`config.mk`:
```
export PLATFORM = sky130hd
export DESIGN_NAME = input_conditioner
export DESIGN_NICKNAME = d
export VERILOG_FILES = /design/src/rtl/conditioner_pkg.sv /design/src/rtl/debounce_one_shot.sv /design/src/rtl/input_conditioner.sv
export SDC_FILE = /design/constraint.sdc
export NUM_CORES = 1
export LEC_CHECK = 0
export ABC_CLOCK_PERIOD_IN_PS = 2650
export CORE_UTILIZATION = 60
export CTS_CLUSTER_SIZE = 10
export DETAILED_ROUTE_END_ITERATION = 6
export PLACE_DENSITY = 0.79
export SYNTH_ARGS = -nofsm -noshare
export SYNTH_HDL_FRONTEND = slang
export SYNTH_SLANG_ARGS = --single-unit
export TNS_END_PERCENT = 100
```
`constraint.sdc`:
```
create_clock -name CLK -period 2.65 [get_ports CLK]
set_input_delay 0.53 -clock CLK [delete_from_list [all_inputs] [get_ports CLK]]
set_output_delay 0.53 -clock CLK [all_outputs]
set_load 0.01 [all_outputs]
```
`src/rtl/conditioner_pkg.sv`:
```
// conditioner_pkg: shared button FSM states and counter sizing for the input conditioner
package conditioner_pkg;
  typedef enum logic [1:0] {ST_LOW, ST_WAIT_HIGH, ST_HIGH, ST_WAIT_LOW} DB_STATES;
  function automatic int cnt_w(input int n);
    return (n > 2) ? $clog2(n) : 1;
  endfunction
endpackage

```
`src/rtl/debounce_one_shot.sv`:
```
// debounce_one_shot: one button channel, 2-flop sync plus debounce FSM with press pulse
module debounce_one_shot
  import conditioner_pkg::*;
#(
  parameter int DB_COUNT = 500000
) (
  input  logic clk,
  input  logic rst,
  input  logic raw,
  output logic level,
  output logic pulse
);
  localparam int DB_CNT_W = cnt_w(DB_COUNT);
  localparam logic [DB_CNT_W-1:0] LAST = DB_CNT_W'(DB_COUNT - 1);
  logic [1:0] sync;
  logic s;
  DB_STATES state, state_n;
  logic [DB_CNT_W-1:0] cnt, cnt_n;
  logic level_n, pulse_n;
  assign s = sync[1];
  always_ff @(posedge clk) begin
    if (rst) begin
      sync  <= '0;
      state <= ST_LOW;
      cnt   <= '0;
      level <= 1'b0;
      pulse <= 1'b0;
    end else begin
      sync  <= {sync[0], raw};
      state <= state_n;
      cnt   <= cnt_n;
      level <= level_n;
      pulse <= pulse_n;
    end
  end
  // any disagreement with the current qualification direction restarts from zero
  always_comb begin
    state_n = state;
    cnt_n   = cnt;
    level_n = level;
    pulse_n = 1'b0;
    case (state)
      ST_LOW: begin
        if (s) begin
          state_n = ST_WAIT_HIGH;
          cnt_n   = '0;
        end
      end
      ST_WAIT_HIGH: begin
        if (!s) begin
          state_n = ST_LOW;
          cnt_n   = '0;
        end else if (cnt == LAST) begin
          state_n = ST_HIGH;
          level_n = 1'b1;
          pulse_n = 1'b1;
        end else
          cnt_n = cnt + 1'b1;
      end
      ST_HIGH: begin
        if (!s) begin
          state_n = ST_WAIT_LOW;
          cnt_n   = '0;
        end
      end
      ST_WAIT_LOW: begin
        if (s)
          state_n = ST_HIGH;
        else if (cnt == LAST) begin
          state_n = ST_LOW;
          level_n = 1'b0;
        end else
          cnt_n = cnt + 1'b1;
      end
    endcase
  end
endmodule

```
`src/rtl/input_conditioner.sv`:
```
// input_conditioner: synchronizes and debounces buttons (level + press pulse) and a switch group
module input_conditioner
  import conditioner_pkg::*;
#(
  parameter int NBTN     = 2,
  parameter int SW_W     = 4,
  parameter int DB_COUNT = 500000
) (
  input  logic            CLK,
  input  logic            RST,
  input  logic [NBTN-1:0] BTN_IN,
  input  logic [SW_W-1:0] SW_IN,
  output logic [NBTN-1:0] BTN_LEVEL,
  output logic [NBTN-1:0] BTN_PULSE,
  output logic [SW_W-1:0] SW_OUT,
  output logic            SW_CHG
);
  localparam int DB_CNT_W = cnt_w(DB_COUNT);
  localparam logic [DB_CNT_W-1:0] LAST = DB_CNT_W'(DB_COUNT - 1);
  for (genvar i = 0; i < NBTN; i++) begin : g_btn
    debounce_one_shot #(.DB_COUNT(DB_COUNT)) u_db (
      .clk  (CLK),
      .rst  (RST),
      .raw  (BTN_IN[i]),
      .level(BTN_LEVEL[i]),
      .pulse(BTN_PULSE[i])
    );
  end
  logic [SW_W-1:0] sw_s1, sw_s2, cand;
  logic [DB_CNT_W-1:0] scnt;
  // the whole field must hold one value, so staggered bit arrivals yield a single update
  always_ff @(posedge CLK) begin
    if (RST) begin
      sw_s1  <= '0;
      sw_s2  <= '0;
      cand   <= '0;
      scnt   <= '0;
      SW_OUT <= '0;
      SW_CHG <= 1'b0;
    end else begin
      sw_s1  <= SW_IN;
      sw_s2  <= sw_s1;
      SW_CHG <= 1'b0;
      if (sw_s2 != cand) begin
        cand <= sw_s2;
        scnt <= '0;
      end else if (scnt == LAST && cand != SW_OUT) begin
        SW_OUT <= cand;
        SW_CHG <= 1'b1;
        scnt   <= '0;
      end else if (scnt != LAST)
        scnt <= scnt + 1'b1;
    end
  end
endmodule

```
==> summary.md, run 1 <==
| Metric | Value |
|---|---|
| Final hold viol count | 0 |
| CP Data Required Time | ~2900 ps |
| Final Critical Period | around 2100 ps |
| Measured slew at the worst slew-check pin | between 800 and 900 ps |
| Clock Path Buffers | 2 |
| Most common cell after layout, fill and taps aside | dfxtp_1 |
| Leak pwr | about 1.5 nW |
| Crit. End Element | flip-flop |
| Fmax | roughly 0.48 GHz |
| CP max FO | 19 |
| Clock latency on the worst-skew pair | 360 ps |
| Post-synth top area share | 0.419 |
| Mean Syn Cell Area | just under 9 µm² |
| Rows | 29 |
| Final Core Density | 0.694 |
| Leading cell types in the layout, fill and taps excluded | dfxtp_1 (86), nor2_1 (46), nand2_1 (29) |
| Initial Utilization | 0.633 |
| Worst vdd ir | roughly 0.00047 V |
| Yosys warns | 0 |
| GRT Util Overall | 0.240 |
| Number of instances resized during post-cts repair | 0 |
| CTS root buf | clkbuf_8 |
| Gate Count Post-Synth | 459 |
| Post-CTS Setup Inserts | 0 |
| Chip Width | ~85 µm |
| Vias | around 3300 |
| Setup TNS | 0 ps |
| Final ANT Viol Nets | 0 |
| Psw | 555 µW |
| Synth async-reset ratio | 0 |
| # DRC | 0 |
| Synthesized cell area | ~4100 µm² |
| Endpoints failing setup | 0 |
| Layout cells sized above 1 | 0.0901 |
| Top FF cell, synth | dfxtp_1 |
| Max_cap viols | 0 |
| Outcome | finished clean |
| Grt ovf | 0 |
| Post-CTS Hold Buffers | 0 |
| Placed Area | around 4200 µm² |
| Most area-consuming cells after synthesis | dfxtp_1 (42%), xor2_1 (5.5%), nor2_1 (4.2%) |
| First-pass GRT wire length | between 10 and 15 mm |
| FF+latch count, synth | 86 |
| RSZ-0062 raised after global routing | false |
| Die Y | between 80 and 90 µm |
| Die Area | between 7000 and 8000 µm² |
| RePlAce Congestion | ~0.88 |
| DR iter-0 viols | 212 |
| Period utilisation layout | 0.788 |
| PD cells | approximately 580 nW/µm² |
| Clock skew | 7.80 ps |
| Final nets | 472 |
| Startpoint class of the critical path | flip-flop |
| Synth unique cells | 57 |
| Worst-path clk slew | around 90 ps |
| Post-route cell area | between 4000 and 5000 µm² |
| Net Sw Frac | 0.211 |
| Cts bufs inserted | 9 |
| Largest net degree at the start of global routing | 37 |
| Clock sinks | between 80 and 90 |
| Routed wire length per instance | between 10 and 15 µm |
| Port Buffers | 16 |
| Area Overhead vs Synth | 9.65% |
| Core area | 6490 µm² |
| Sequential area share after synthesis | 0.419 |
| Total routed wirelength | ~8 mm |
| Min-delay worst type | reg2reg |
| Vias per cell | 6.06 |
| # IOs | 17 |
| Worst slew margin | 0.431 |
| Power Internal | around 2.1 mW |
| Drt first pass iters | 4 |
| Flop pwr share | 0.503 |
| Post-synth EDFFs | 0 |
| Slew Viols, Final | 0 |
| Critical path class | reg2reg |
| Arr. time, crit path | between 2000 and 2500 ps |
| Net Count, Synth | 470 |
| CTS tree | yes |
| N_diodes | 0 |
| Initial antenna violation count | 0 |
| Synth area leader | dfxtp_1 |
| Clock power share | 0.458 |
| Comb pwr share | 0.040 |
| DP HPWL | roughly 5.4 mm |
| H-tree level count | 3 |
| Vias in the first global route | around 3100 |
==> kinds of logic after synthesis <==
| logic type | Yosys count | share of synthesized area |
|---|---|---|
| AOI/OAI and AO/OA | 88 | 0.141 |
| xor gates and xnor gates | 36 | 0.0767 |
| adders and majority gates | 3 | 0.00914 |
| buffers and inverters | 34 | 0.0405 |
| DFF | 86 | 0.419 |
| muxes | 10 | 0.0244 |
| and+or+nand+nor | 202 | 0.290 |
==> per-stage QoR <==
stage                     instances  power, mW  hold slack (ps)  setup WS, ps
final                           543       2.63              444           562
after global routing            543       2.74              447           359
after CTS                       543       2.66              447           577
after detailed placement        527       1.46              424           622
after global placement          527       1.46              415           677
after floorplan                 459       1.43              414           732
==> area by class of cell <==
class                   instances  area [µm²]
multi-input cells             339        2220
flip-flops and latches         86        1720
fillers                       509        1990
well taps                      77        96.3
inverters                       7        26.3
clock buffers                   9         124
repair buffers                 18         170
clock inverters                 7         146
==> worst max-delay path: stages, from the launching register on <==
cell and delay, ps:
dfxtp_1 410, ha_1 250, nand4_1 220, or2_0 480, o21bai_4 500, a211oi_1 100
==> power by group through the flow <==
stage / registers [mW] / clock network (mW) / logic, mW
3_3_place_gp: 1.35 / 0 / 0.103
5_1_grt: 1.33 / 1.29 / 0.116
2_1_floorplan: 1.35 / 0 / 0.0824
4_1_cts: 1.32 / 1.23 / 0.106
3_5_place_dp: 1.35 / 0 / 0.105
6_report: 1.32 / 1.21 / 0.105
==> layer usage <==
| layer | up-vias | global-route usage | share of wire |
|---|---|---|---|
| met5 | - | 0 | 0 |
| met4 | 0 | 0.100 | 0.019 |
| met3 | 15 | 0.0452 | 0.033 |
| met2 | 73 | 0.399 | 0.47 |
| met1 | 1543 | 0.308 | 0.48 |
| li1 | 1662 | - | - |
==> registers in the layout, indices dropped and copies added, names as in the netlist, named ones only <==
name,count
sw_s2,4
g_btn.u_db.sync,4
sw_s1,4
g_btn.u_db.state,2
cand,4
g_btn.u_db.cnt,38
SW_OUT,4
g_btn.u_db.level,2
g_btn.u_db.pulse,2
scnt,19
SW_CHG,1
==> synth_stat cells (8+ instances only) <==
cell type  instances
dfxtp_1           86
nor2_1            46
nand2_1           29
xor2_1            26
a21oi_1           22
nand3_1           20
o21ai_0           19
nor2b_1           18
nand4_1           16
clkbuf_1          13
nor3_1            11
a31oi_1           10
mux2i_1           10
xnor2_1           10
nor4_1             8
==> path summary, 6_finish.rpt <==
| kind | startpoint | endpoint | slack (ps) | cells after the start |
|---|---|---|---|---|
| worst max-delay path | scnt[0] | scnt[2] | 560 | 5 |
| worst min-delay path | g_btn[1].u_db.sync[0] | g_btn[1].u_db.sync[1] | 440 | 1 |
| worst max register to register | scnt[0] | scnt[2] | 560 | 5 |
| worst min register to register | g_btn[1].u_db.sync[0] | g_btn[1].u_db.sync[1] | 440 | 1 |
Note: power is estimated with default switching activity, not from simulation.
==> run 2: changes to the inputs <==
--- a/config.mk
+++ b/config.mk
@@ -5,7 +5,7 @@
 export SDC_FILE = /design/constraint.sdc
 export NUM_CORES = 1
 export LEC_CHECK = 0
-export ABC_CLOCK_PERIOD_IN_PS = 2650
+export ABC_CLOCK_PERIOD_IN_PS = 2100
 export CORE_UTILIZATION = 60
 export CTS_CLUSTER_SIZE = 10
 export DETAILED_ROUTE_END_ITERATION = 6
==> constraint.sdc (replaced) <==
create_clock -name CLK -period 2.1 [get_ports CLK]
set_input_delay 0.42 -clock CLK [delete_from_list [all_inputs] [get_ports CLK]]
set_output_delay 0.42 -clock CLK [all_outputs]
set_load 0.01 [all_outputs]
==> run 2 against run 1 <==
Net effect: maximum frequency is 6.5% higher; final area is 1.2% higher; sequential share of layout area is 0.44 points lower; flip-flop and latch count stayed put; clock power is 12% lower; largest cell class unchanged.
==> summary.md, run 2 (same netlist as run 1, synthesis figures left out) <==
| Metric | Value |
|---|---|
| DR top layer | met4 |
| Slew Viols, Final | 0 (unchanged) |
| Die Y | 84.8 µm (unchanged) |
| Worst hold slack | 441 ps (-2.76 ps) |
| Layout cells sized above 1 | 0.128 (+0.0380) |
| Drt first pass iters | 5 (+1) |
| Clock sinks | 86 (unchanged) |
| Area Overhead vs Synth | 10.9% |
| Final hold viol count | 0 (unchanged) |
| Cts bufs inserted | 9 (unchanged) |
| Critical path class | reg2reg |
| Final Critical Period | 1960 ps (-127 ps) |
| Chip Width | 84.8 µm (unchanged) |
| Startpoint class of the critical path | flip-flop |
| Outcome | finished clean |
| Total routed wirelength | 7.81 mm (-0.50%) |
| N_diodes | 0 (unchanged) |
| Clock skew | 9.30 ps (+1.49 ps) |
| Post-CTS Hold Buffers | 0 (unchanged) |
| Initial Utilization | 0.633 (unchanged) |
| First-pass GRT wire length | 13.6 mm (-3.0%) |
| Max_cap viols | 0 (unchanged) |
| CTS tree | yes |
| Rows | 29 (unchanged) |
| Clock latency on the worst-skew pair | 350 ps (about the same) |
| Final Core Density | 0.702 (+0.00809) |
| DP HPWL | 5.54 mm (+3.5%) |
| Leak pwr | 1.58 nW (+3.3%) |
| # IOs | 17 (unchanged) |
| Endpoints failing setup | 0 (unchanged) |
| Crit. End Element | flip-flop |
| Vias per cell | 5.93 (-2.3%) |
| CTS root buf | clkbuf_8 |
| Clock Path Buffers | 2 (unchanged) |
| CP Data Required Time | 2390 ps (-470 ps) |
| WL met1 | 3.67 mm (-1.5%) |
| Routed wire length per instance | 13.9 µm (-3.7%) |
| CP max FO | 10 (-9) |
| H-tree level count | 3 (unchanged) |
| Worst slew margin | 0.590 (+0.160) |
| GRT Util Overall | 0.234 (-0.00647) |
| RePlAce Congestion | 0.905 (+3.0%) |
| Pre-CTS WS | 141 ps (-481 ps) |
| Leading cell types in the layout, fill and taps excluded | dfxtp_1 (86), nor2_1 (46), nand2_1 (29) |
| Fmax | 0.510 GHz (+6.5%) |
| Arr. time, crit path | 2250 ps (-50 ps) |
| Port Buffers | 16 (unchanged) |
| Met3 Wirelength | 235 µm (-8.2%) |
| Max reg flops | 38 (unchanged) |
| Final ANT Viol Nets | 0 (unchanged) |
| Worst-path clk slew | 90 ps (about the same) |
| Setup WS post-layout | 139 ps (-423 ps) |
| Most common cell after layout, fill and taps aside | dfxtp_1 |
| Largest Register | g_btn.u_db.cnt |
| DR WL met2 | 3.77 mm (+1.5%) |
| Largest net degree at the start of global routing | 27 (-27%) |
| # fillers | 529 (+3.9%) |
| Regs by FF count | g_btn.u_db.cnt: 38 flops, scnt: 19 flops |
| Core area | 6490 µm² (unchanged) |
| # DRC | 0 (unchanged) |
| Final nets | 490 (+3.8%) |
| Die Area | 7180 µm² (unchanged) |
| Overall power | 2.88 mW (+9.5%) |
| DR iter-0 viols | 145 (-32%) |
| Grt ovf | 0 (unchanged) |
| Initial antenna violation count | 0 (unchanged) |
| Min-delay worst type | reg2reg |
| Worst vdd ir | 0.000699 V (+50%) |
| Measured slew at the worst slew-check pin | 610 ps (-223 ps) |
| Period utilisation layout | 0.934 (+0.146) |
| Vias | 3324 (+0.94%) |
| Vias in the first global route | 3029 (-3.3%) |
| PD cells | 633 nW/µm² (+8.2%) |
-- run 2: where the power goes --
group | internal (mW) | total [mW] | switching, mW
clock | 0.446 | 1.07 | 0.625
combinational | 0.0643 | 0.143 | 0.0783
sequential | 1.65 | 1.67 | 0.0178
-- run 2: final timing paths --
| check | startpoint | endpoint | slack, ps | depth (start not counted) |
|---|---|---|---|---|
| worst max-delay path | g_btn[1].u_db.cnt[0] | g_btn[1].u_db.cnt[1] | 140 | 6 |
| worst min-delay path | g_btn[1].u_db.sync[0] | g_btn[1].u_db.sync[1] | 440 | 1 |
| worst max register to register | g_btn[1].u_db.cnt[0] | g_btn[1].u_db.cnt[1] | 140 | 6 |
| worst min register to register | g_btn[1].u_db.sync[0] | g_btn[1].u_db.sync[1] | 440 | 1 |
-- run 2: layout make-up --
cell class	count	area [µm²]	share of cell area
clock buffers	9	124	0.0272
clock inverters	7	56.3	0.0124
inverters	7	26.3	0.00576
multi-input cells	339	2230	0.489
flip-flops and latches	86	1720	0.378
well taps	77	96.3	0.0211
repair buffers	36	305	0.0670
-- run 2: per-layer routing --
metal,track usage,vias up
met3,0.0541,12
met4,0.0817,0
met5,0,-
met1,0.294,1564
li1,-,1699
met2,0.395,49
-- run 2: through the flow --
stage               instances  cell area [µm²]  setup TNS, ps
finish                    561             4560              0
global route              561             4560          -1.85
CTS                       560             4540              0
detailed placement        544             4360              0
global placement          544             4360              0
floorplan                 459             4110              0
-- run 2: what timing repair did --
action / in CTS / in global routing
endpoints found under the setup margin: 0 / 4
setup buffers: 0 / 1
resized for setup: 0 / 2
endpoints found under the hold margin: 0 / 0
-- run 2: critical path: stages (launching register included) --
cell     delay (ps)
dfxtp_1         360
ha_1            250
and4_2          290
nand2_1         180
nor3_4          100
or4b_2          630
o21ai_0          80
==> run 3: changes to the inputs <==
--- a/config.mk
+++ b/config.mk
@@ -6,6 +6,7 @@
 export NUM_CORES = 1
 export LEC_CHECK = 0
 export ABC_CLOCK_PERIOD_IN_PS = 2100
+export CORE_ASPECT_RATIO = 0.9
 export CORE_UTILIZATION = 60
 export CTS_CLUSTER_SIZE = 10
 export DETAILED_ROUTE_END_ITERATION = 6
==> run 3 against run 2 <==
Net effect: first-iteration DRC count decreased by 20%; flip-flop and latch count unchanged; clock power increased by 11%; total power increased by 4.1%; combinational power about the same; final area decreased by 0.58%; sequential share of layout area increased by 0.22 points; sequential power about the same; clock-buffer cell count unchanged; hold slack got worse by 30 ps.
==> summary.md, run 3 (same netlist as run 1, synthesis figures left out) <==
| Metric | Value |
|---|---|
| Outcome | finished clean |
| Fmax | 0.512 GHz (+0.30%) |
| Power Internal | 2.28 mW (+5.5%) |
| Grt ovf | 0 (unchanged) |
| Area Overhead vs Synth | 10.3% |
| Final Core Density | 0.688 (-0.0137) |
| Min-delay worst type | in2reg |
| Net Sw Frac | 0.240 (-0.00997) |
| Clock Path Buffers | 2 (unchanged) |
| Pre-CTS WS | 216 ps (+75.1 ps) |
| Routed wire length per instance | 14.0 µm (+0.32%) |
| Regs by FF count | g_btn.u_db.cnt: 38 flops, scnt: 19 flops |
| First-pass GRT wire length | 12.9 mm (-5.0%) |
| Die Y | 80.5 µm (-5.0%) |
| Most common cell after layout, fill and taps aside | dfxtp_1 |
| Clock skew | 10.8 ps (+1.46 ps) |
| Final nets | 482 (-1.6%) |
| Placed Area | 4330 µm² (-0.83%) |
| Worst vdd ir | 0.000463 V (-34%) |
| DP HPWL | 5.41 mm (-2.2%) |
| Port Buffers | 16 (unchanged) |
| Worst hold slack | 411 ps (-29.9 ps) |
| Clock sinks | 86 (unchanged) |
| # DRC | 0 (unchanged) |
| # IOs | 17 (unchanged) |
| Vias | 3282 (-1.3%) |
| Final Critical Period | 1950 ps (-5.86 ps) |
| Leading cell types in the layout, fill and taps excluded | dfxtp_1 (86), nor2_1 (46), nand2_1 (29) |
| Core area | 6590 µm² (+1.4%) |
| N_diodes | 0 (unchanged) |
| Number of instances resized during post-cts repair | 0 (unchanged) |
| DR iter-0 viols | 116 (-20%) |
| Die Area | 7180 µm² (about the same) |
| Measured slew at the worst slew-check pin | 557 ps (-52.7 ps) |
| Endpoints failing setup | 0 (unchanged) |
| CTS tree | yes |
| Leak pwr | 1.56 nW (-1.7%) |
| Setup WS post-layout | 145 ps (+5.85 ps) |
| CP max FO | 19 (+9) |
| Max reg flops | 38 (unchanged) |
| H-tree level count | 3 (unchanged) |
| Total routed wirelength | 7.90 mm (+1.2%) |
| CP Data Required Time | 2330 ps (-60 ps) |
| Critical path class | reg2reg |
| Max_cap viols | 0 (unchanged) |
| Drt first pass iters | 4 (-1) |
| Rows | 28 (-3.4%) |
| Largest Register | g_btn.u_db.cnt |
| Clock latency on the worst-skew pair | 360 ps (about the same) |
| Post-CTS Hold Buffers | 0 (unchanged) |
| Crit. End Element | flip-flop |
| Clock power share | 0.396 (+0.024) |
| RSZ-0062 raised after global routing | false |
| Period utilisation layout | 0.931 (-0.00279) |
| CTS root buf | clkbuf_8 |
| Slew Viols, Final | 0 (unchanged) |
| Worst slew margin | 0.627 (+0.0363) |
| Final hold viol count | 0 (unchanged) |
| Post-route cell area | 4530 µm² (-0.58%) |
| Initial antenna violation count | 0 (unchanged) |
| Largest net degree at the start of global routing | 26 (-3.7%) |
| Setup TNS | 0 ps (unchanged) |
| Psw | 721 µW (about the same) |
| Chip Width | 89.2 µm (+5.3%) |
| PD cells | 662 nW/µm² (+4.7%) |
| Flop pwr share | 0.557 (-0.022) |
| Comb pwr share | 0.047 (-0.002) |
| Final ANT Viol Nets | 0 (unchanged) |
| Worst-path clk slew | 90 ps (about the same) |
| Vias per cell | 5.80 (-2.1%) |
| GRT Util Overall | 0.233 (-0.000894) |
| Layout cells sized above 1 | 0.109 (-0.0189) |
| Startpoint class of the critical path | flip-flop |
| Post-CTS Setup Inserts | 0 (unchanged) |
| Vias in the first global route | 2831 (-6.5%) |
| RePlAce Congestion | 0.908 (+0.31%) |
| Initial Utilization | 0.624 (-0.00877) |
| Cts bufs inserted | 9 (unchanged) |
| Arr. time, crit path | 2180 ps (-70 ps) |
run 3: changes by cell type in the layout (fill, tap and decap cells not counted):
cell        previous run  this run
nor4_1                 7         8
clkinv_4               1         2
and4_1                 5         6
bufinv_16              0         1
nor4_2                 2         1
inv_8                  0         1
buf_4                 20        12
clkinvlp_4             1         0
and4_2                 1         0
inv_6                  4         2
run 3: worst max-delay path, stage by stage (launching register included):
cell	delay, ps
dfxtp_1	410
ha_1	270
nand4_1	240
or2_0	350
o21bai_4	430
a211oi_1	100
run 3: per-stage QoR:
step	std cells	power (mW)
after global placement	550	1.84
after global routing	566	3.11
after detailed placement	550	1.85
after floorplan	459	1.81
after CTS	566	3.03
final	566	3.00
run 3: final timing paths:
check	start	to	slack, ps	cells past startpoint
worst max-delay path	scnt[0]	scnt[4]	150	5
worst min-delay path	RST	flip-flop	410	2
worst max register to register	scnt[0]	scnt[4]	150	5
worst min register to register	sw_s1[2]	sw_s2[2]	440	1
run 3: power by group through the flow:
stage	clock (mW)	sequential, mW	combinational [mW]
final	1.19	1.67	0.141
after global routing	1.28	1.67	0.155
after CTS	1.22	1.67	0.142
after detailed placement	0	1.71	0.141
after global placement	0	1.71	0.137
after floorplan	0	1.70	0.104
run 3: metal layers:
metal / share of wire / track usage
met5: 0 / 0
met4: 0.011 / 0.0619
met2: 0.47 / 0.376
met1: 0.48 / 0.303
met3: 0.033 / 0.0668
run 3: final cells by class:
type / count / area (µm²)
Timing Repair Buffer: 28 / 245
Clock inverter: 7 / 81.3
Fill cell: 566 / 2050
Multi-Input combinational cell: 339 / 2220
Sequential cell: 86 / 1720
Inverter: 7 / 26.3
Tap cell: 90 / 113
Clock buffer: 9 / 124
